$ cat src/rtl/wb_csr_commit.sv
// WB-stage commit: latches one MEM instruction, drives CSR access,
// exception/ertn reports, GPR writeback and the pre-IF redirect handshake.
// Ports: ms_* in from MEM; csr_*/wb_*/ertn_flush to CSR file;
// rf_* to GPR file; flush_* handshake to pre-IF; inst_retired counter.
module wb_csr_commit #(
  parameter logic [31:0] RESET_PC_UNUSED = 32'h1c000000
) (
  input  logic        clk,
  input  logic        rst,
  input  logic        ms_to_ws_valid,
  output logic        ws_allowin,
  input  logic [31:0] ms_pc,
  input  logic        ms_csr,
  input  logic [1:0]  ms_csr_op,
  input  logic [13:0] ms_csr_num,
  input  logic [31:0] ms_rj_value,
  input  logic [31:0] ms_rd_value,
  input  logic        ms_ex,
  input  logic [5:0]  ms_ecode,
  input  logic [8:0]  ms_esubcode,
  input  logic        ms_ertn,
  input  logic        ms_gr_we,
  input  logic [4:0]  ms_dest,
  input  logic [31:0] ms_result,
  output logic        csr_re,
  output logic [13:0] csr_num,
  input  logic [31:0] csr_rvalue,
  output logic        csr_we,
  output logic [31:0] csr_wmask,
  output logic [31:0] csr_wvalue,
  output logic        wb_ex,
  output logic [5:0]  wb_ecode,
  output logic [8:0]  wb_esubcode,
  output logic [31:0] wb_pc,
  output logic        ertn_flush,
  input  logic [31:0] ex_entry,
  input  logic [31:0] ertn_pc,
  output logic        rf_we,
  output logic [4:0]  rf_waddr,
  output logic [31:0] rf_wdata,
  output logic        ws_flush_pipe,
  output logic        flush_valid,
  output logic [31:0] flush_target,
  input  logic        flush_ready,
  output logic [31:0] inst_retired
);

  typedef enum logic {RUN, REDIRECT} state_t;

  state_t      state, state_nxt;
  logic        ws_valid;
  logic [31:0] ws_pc;
  logic        ws_csr;
  logic [1:0]  ws_csr_op;
  logic [13:0] ws_csr_num;
  logic [31:0] ws_rj_value;
  logic [31:0] ws_rd_value;
  logic        ws_ex;
  logic [5:0]  ws_ecode;
  logic [8:0]  ws_esubcode;
  logic        ws_ertn;
  logic        ws_gr_we;
  logic [4:0]  ws_dest;
  logic [31:0] ws_result;
  logic [31:0] retired_q;

  logic commit;
  logic commit_redirect;
  logic ws_load;
  logic csr_acc;
  logic is_wr;
  logic is_xchg;

  assign ws_allowin      = 1'b1;
  assign commit          = ws_valid && (state == RUN);
  assign commit_redirect = commit && (ws_ex || ws_ertn);
  assign ws_flush_pipe   = commit_redirect || (state == REDIRECT);
  // While flushing, MEM entries are taken and dropped.
  assign ws_load         = ms_to_ws_valid && !ws_flush_pipe;

  always_ff @(posedge clk or posedge rst) begin
    if (rst) begin
      ws_valid    <= 1'b0;
      ws_pc       <= RESET_PC_UNUSED;
      ws_csr      <= 1'b0;
      ws_csr_op   <= 2'b00;
      ws_csr_num  <= 14'd0;
      ws_rj_value <= 32'd0;
      ws_rd_value <= 32'd0;
      ws_ex       <= 1'b0;
      ws_ecode    <= 6'd0;
      ws_esubcode <= 9'd0;
      ws_ertn     <= 1'b0;
      ws_gr_we    <= 1'b0;
      ws_dest     <= 5'd0;
      ws_result   <= 32'd0;
    end else begin
      ws_valid <= ws_load;
      if (ws_load) begin
        ws_pc       <= ms_pc;
        ws_csr      <= ms_csr;
        ws_csr_op   <= ms_csr_op;
        ws_csr_num  <= ms_csr_num;
        ws_rj_value <= ms_rj_value;
        ws_rd_value <= ms_rd_value;
        ws_ex       <= ms_ex;
        ws_ecode    <= ms_ecode;
        ws_esubcode <= ms_esubcode;
        ws_ertn     <= ms_ertn;
        ws_gr_we    <= ms_gr_we;
        ws_dest     <= ms_dest;
        ws_result   <= ms_result;
      end
    end
  end

  always_ff @(posedge clk or posedge rst) begin
    if (rst) state <= RUN;
    else     state <= state_nxt;
  end

  always_comb begin
    state_nxt = state;
    unique case (state)
      RUN:      if (commit_redirect) state_nxt = REDIRECT;
      REDIRECT: if (flush_ready)     state_nxt = RUN;
    endcase
  end

  always_ff @(posedge clk or posedge rst) begin
    if (rst)                  flush_target <= 32'd0;
    else if (commit_redirect) flush_target <= ws_ex ? ex_entry : ertn_pc;
  end

  assign flush_valid = (state == REDIRECT);

  // Exception outranks ertn, which outranks CSR/GPR side effects.
  assign wb_ex       = commit && ws_ex;
  assign wb_ecode    = ws_ecode;
  assign wb_esubcode = ws_esubcode;
  assign wb_pc       = ws_pc;
  assign ertn_flush  = commit && ws_ertn && !ws_ex;

  assign is_wr   = (ws_csr_op == 2'b01);
  assign is_xchg = (ws_csr_op == 2'b10);
  assign csr_acc = commit && ws_csr && !ws_ex && !ws_ertn;

  always_comb begin
    csr_wmask = 32'd0;
    unique case (1'b1)
      is_xchg: csr_wmask = ws_rj_value;
      is_wr:   csr_wmask = 32'hFFFF_FFFF;
      default: csr_wmask = 32'd0;
    endcase
    if (!csr_we) csr_wmask = 32'd0;
  end

  assign csr_re     = csr_acc;
  assign csr_we     = csr_acc && (is_wr || is_xchg);
  assign csr_num    = csr_acc ? ws_csr_num : 14'd0;
  assign csr_wvalue = csr_we ? ws_rd_value : 32'd0;

  // CSR read returns the pre-write value in the same cycle.
  assign rf_we    = commit && ws_gr_we && !ws_ex && !ws_ertn
                    && (ws_dest != 5'd0);
  assign rf_waddr = ws_dest;
  assign rf_wdata = ws_csr ? csr_rvalue : ws_result;

  always_ff @(posedge clk or posedge rst) begin
    if (rst)                  retired_q <= 32'd0;
    else if (commit && !ws_ex) retired_q <= retired_q + 32'd1;
  end

  assign inst_retired = retired_q;

endmodule

$ cat config.mk
export PLATFORM = sky130hd
export DESIGN_NAME = wb_csr_commit
export DESIGN_NICKNAME = d
export VERILOG_FILES = /design/src/rtl/wb_csr_commit.sv
export SDC_FILE = /design/constraint.sdc
export NUM_CORES = 1
export LEC_CHECK = 0
export CELL_PAD_IN_SITES_DETAIL_PLACEMENT = 0
export CELL_PAD_IN_SITES_GLOBAL_PLACEMENT = 2
export CORE_MARGIN = 2
export CORE_UTILIZATION = 25
export CTS_CLUSTER_DIAMETER = 120
export CTS_CLUSTER_SIZE = 16
export DETAILED_ROUTE_END_ITERATION = 8
export MAX_ROUTING_LAYER = met4
export PLACE_DENSITY_LB_ADDON = 0.1
export SLEW_MARGIN = 20
export SYNTH_ARGS = -nofsm -noshare
export SYNTH_HDL_FRONTEND = slang
export SYNTH_SLANG_ARGS = --single-unit
$ cat constraint.sdc
create_clock -name clk -period 11.8 [get_ports clk]
set_clock_uncertainty 0.15 [all_clocks]
set_input_delay 3.54 -clock clk [delete_from_list [all_inputs] [get_ports clk]]
set_output_delay 3.54 -clock clk [all_outputs]
set_load 0.02 [all_outputs]
* Yosys cells after proc, flatten, opt, wreduce, memory -nomap -nowiden
Index checks and enable logic that the tools add are counted.
Word-level totals: logic and storage cells 52, register bits after elaboration 234, input port bits 268
Cells by class: eq/ne operators 2, multiplexer cells 9, reduce and logical (&&, ||, !) cells 22, add/sub/neg operators 1, bitwise logic cells 1
Operator list (number):
- $mux W32 | 4
- $pmux W32 S2 | 1
- $add A32 B1 Y32 const B | 1
- $logic_and A1 B1 Y1 | 15
- $mux W14 | 1
- $reduce_bool A5 Y1 | 1
- $logic_not A1 Y1 | 3
- $logic_or A1 B1 Y1 | 3
- $eq A2 B1 Y1 const B | 1
- $eq A2 B2 Y1 const B | 1
- $mux W1 | 2
- $pmux W1 S2 | 1
- $not A1 Y1 | 1

* Longest topological paths before layout
depth in word-level cells 7, mapped depth 7, depth with buffers taken out 5

* Worst setup path after synthesis
No wires, ideal clock.
path kind input-to-output, from input port csr_rvalue[0], to output port rf_wdata[0], data required time 8.110 ns, arrival 3.845 ns, setup slack 4.265 ns, cell stages on the path 1, buffers on the path 0, cells stage by stage mux2_2
Between the ends: word-level cells in the longest chain between the ends 1
Ends and longest elaborated chain:
- start: declaration | line 27 | input logic [31:0] csr_rvalue,
- $mux W32 | line 167 | assign rf_wdata = ws_csr ? csr_rvalue : ws_result;
- end: declaration | line 40 | output logic [31:0] rf_wdata,
No other way between the ends.

* Worst setup path in the final report
from input port csr_rvalue[7], to output port rf_wdata[7]
The elaborated chain is that of the path after synthesis.

==> out/qor.csv <==
stage,metric,value,unit
run_status,status,"complete, no violations",
synth,syn_area_per_cell,12.8,µm²
worst_setup_path,cp-endpoint,rf_wdata[7],
grt,grt_antenna_before_repair,8,
cts,cts_resized,0,
place,io_buffers,500,
cts,clockBufferDepth,3,
floorplan,ios,502,
worst_setup_path,r2r_start,ws_ex$_DFFE_PP0P_,
grt,grt_pass1_wl,56.3,mm
final_layout,fillers,3985,
sta,tns,0,ns
final_layout,drive_above_1_share,10.8,%
job,max-cap-violations,0,
synth,syn_inst,805,
place,dpl_worst_slack,3.33,ns
drt,totalWireLength,37.5,mm
grt,grt_pass1_vias,8545,
floorplan,die_area,42900,µm²
final_layout,seqCellArea,5860,µm²
cts,cts_buffers,18,
synth,ys.flop_type,dfrtp_1,
worst_setup_path,rr_endpoint,ws_rd_value[24]$_DFFE_PP0P_,
sta,rsz0062_at_grt,false,
worst_setup_path,start_kind,primary input,
hold_path,hold_class,reg -> reg,
drt,drc,0,
drt,dr.pass1.iters,4,
grt,track_usage,17.6,%
final_layout,fin_area,16400,µm²
sta,finalWorstSetupSlack,3.34,ns
drt,first_iter_violations,275,
worst_setup_path,critPathArrivalTime,4.77,ns
sta,hold_viol_final,0,
drt,antenna_left,0,
sta,timing.fmax,118,MHz
synth,yosys_warnings,0,
drt,wl_per_cell,20.5,µm
power_and_ir_drop,p_leak,6.55,nW
synth,synth_cell_types,35,
place,post-place-cells,1797,
cts,path_clk_slew,0.07,ns
cts,cts-root-buf,clkbuf_16,
worst_setup_path,cp_max_fo,1,
drt,maxUsedRoutingLayer,met4,
drt,avgViaCountPerCell,4.34,
worst_setup_path,r2r_cells,7,
sta,relSlewSlack,7.48,%
power_and_ir_drop,power_density,225,nW/µm²
power_and_ir_drop,vdd_drop_max,0.139,mV
drt,wl_met2,18.5,mm
sta,fin_crit,8.46,ns
worst_setup_path,startpoint,csr_rvalue[7],
final_layout,syn_to_final_growth,58.5,%
synth,yosys.cell_count.top_type,dfrtp_1,
cts,htreeDepth,1,
synth,syn_nets,1076,
synth,async_flop_share,100,%
cts,cts_setup_buffers,0,
final_layout,multi_input_area,4180,µm²
floorplan,dieHeight,207,µm
synth,synth_area_leaders,"dfrtp_1 (56%), mux2_1 (11%), mux2_2 (11%)",
worst_setup_path,r2r_slack,8.34,ns
grt,overflow,0,
synth,synth_edf_count,0,
drt,wl_met1,14.8,mm
synth,ys_ff_latch,234,
synth,netlist_area,10300,µm²
synth,yosys-top-cells-count,"dfrtp_1 (231), mux2_1 (104), mux2_2 (97), nor2_1 (72), a21oi_1 (65)",
floorplan,rows,74,
final_layout,layout.nets,1556,
cts,insertion_delay,0.50,ns
drt,wl_met3,3.74,mm
sta,setup_viol,0,
place,placed_area,15800,µm²
floorplan,die_width,207,µm
grt,grt_max_degree,170,
cts,ctsHoldBuffers,0,
worst_setup_path,endpoint_kind,output pin,
floorplan,initial_core_util,25.3,%
place,place_congestion,0.748,
synth,yosysTopAreaCellShare,56.0,%
sta,fin_crit_sh,71.7,%
drt,via_count,7949,
cts,cts.sinks,234,
synth,yosysSeqAreaShare,56.7,%
worst_setup_path,worstPathRequired,8.11,ns
place,dp_hpwl,27.6,mm
synth,yosysTopAreaCell,dfrtp_1,
floorplan,coreArea,40800,µm²
worst_setup_path,crit_type,in -> out,
sta,worst_pin_slew,1.39,ns
cts,cts_tree,built,
final_layout,instances_no_fill,1831,
sta,final_max_slew_viol_count,0,
==> how the worst min path moves through the flow <==
stage	start	end	depth (start not counted)
after global routing	ws_rd_value[28]$_DFFE_PP0P_	ws_rd_value[28]$_DFFE_PP0P_	1
after detailed placement	ws_rd_value[28]$_DFFE_PP0P_	ws_rd_value[28]$_DFFE_PP0P_	1
final	ws_rd_value[28]$_DFFE_PP0P_	ws_rd_value[28]$_DFFE_PP0P_	1
after CTS	ws_rd_value[28]$_DFFE_PP0P_	ws_rd_value[28]$_DFFE_PP0P_	1
after global placement	ws_rd_value[7]$_DFFE_PP0P_	ws_rd_value[7]$_DFFE_PP0P_	1
after floorplan	ws_rd_value[0]$_DFFE_PP0P_	ws_rd_value[0]$_DFFE_PP0P_	1
==> registers in the layout (all words and copies together), names as in the netlist, 2 cells and up <==
signal / count
ws_result: 32
wb_ecode: 6
wb_esubcode: 9
ws_csr_num: 14
rf_waddr: 5
flush_target: 32
wb_pc: 32
inst_retired: 32
ws_rd_value: 32
ws_rj_value: 32
ws_csr_op: 2
==> where the power goes <==
part / leakage (nW) / switching [mW] / internal (mW)
clock network: 0.245 / 0.302 / 0.295
logic: 3.54 / 0.844 / 0.880
registers: 2.77 / 0.195 / 1.16
==> cells in the final DEF (no fill, tap or decap), drive strengths merged <==
master and instances:
clkdlybuf4s50 500, dfrtp 231, mux2 201, nor2 72
a21oi 65, and2 48, mux2i 32, xnor2 26
clkbuf 25, nand4 18, buf 10, nand2 9
diode 8, inv 8, and3 7, nand3 7
xor2 5, nor4 3, ha 3, dfstp 3
nor2b 2, or2 2, nor3 2, nand4b 2
nor3b 2, and2b 1, nand2b 1, nand3b 1
a21o 1, nand4bb 1, and4 1, conb 1
clkinv 1
==> per-stage QoR <==
step	utilization [%]	hold WS, ns	total power, mW
3_3_place_gp	38.8	0.308	3.11
5_1_grt	40.1	0.341	3.92
3_5_place_dp	38.8	0.317	3.12
6_report	40.1	0.329	3.68
2_1_floorplan	-	0.299	2.34
4_1_cts	40.0	0.334	3.75
==> area by class of cell <==
| cell class | instances | area share, % |
|---|---|---|
| sequential | 234 | 35.8 |
| timing repair buffer | 510 | 31.1 |
| multi-input combinational | 513 | 25.6 |
| tap | 532 | 4.07 |
| clock buffer | 25 | 3.04 |
| inverter | 8 | 0.229 |
| antenna | 8 | 0.122 |
| clock inverter | 1 | 0.0535 |
==> critical path, stage by stage <==
cell and delay [ns]:
clkdlybuf4s50_1 0.45, mux2_2 0.14, clkdlybuf4s50_1 0.65
==> per-layer routing <==
layer,global-route usage (%),vias to the layer above
li1,-,3750
met1,19.9,3859
met2,29.3,309
met3,7.16,31
met4,3.60,0
met5,-,-
==> cell families after synthesis <==
| group | count (synthesis) | share of synthesized area [%] |
|---|---|---|
| compound gates | 66 | 3.22 |
| xor+xnor | 31 | 2.63 |
| fa+ha+maj | 3 | 0.364 |
| buf+inv | 58 | 2.74 |
| flops | 234 | 56.7 |
| mux | 233 | 25.0 |
| other cells | 1 | 0.0363 |
| simple gates | 179 | 9.23 |
(Power assumes the default switching activity.)
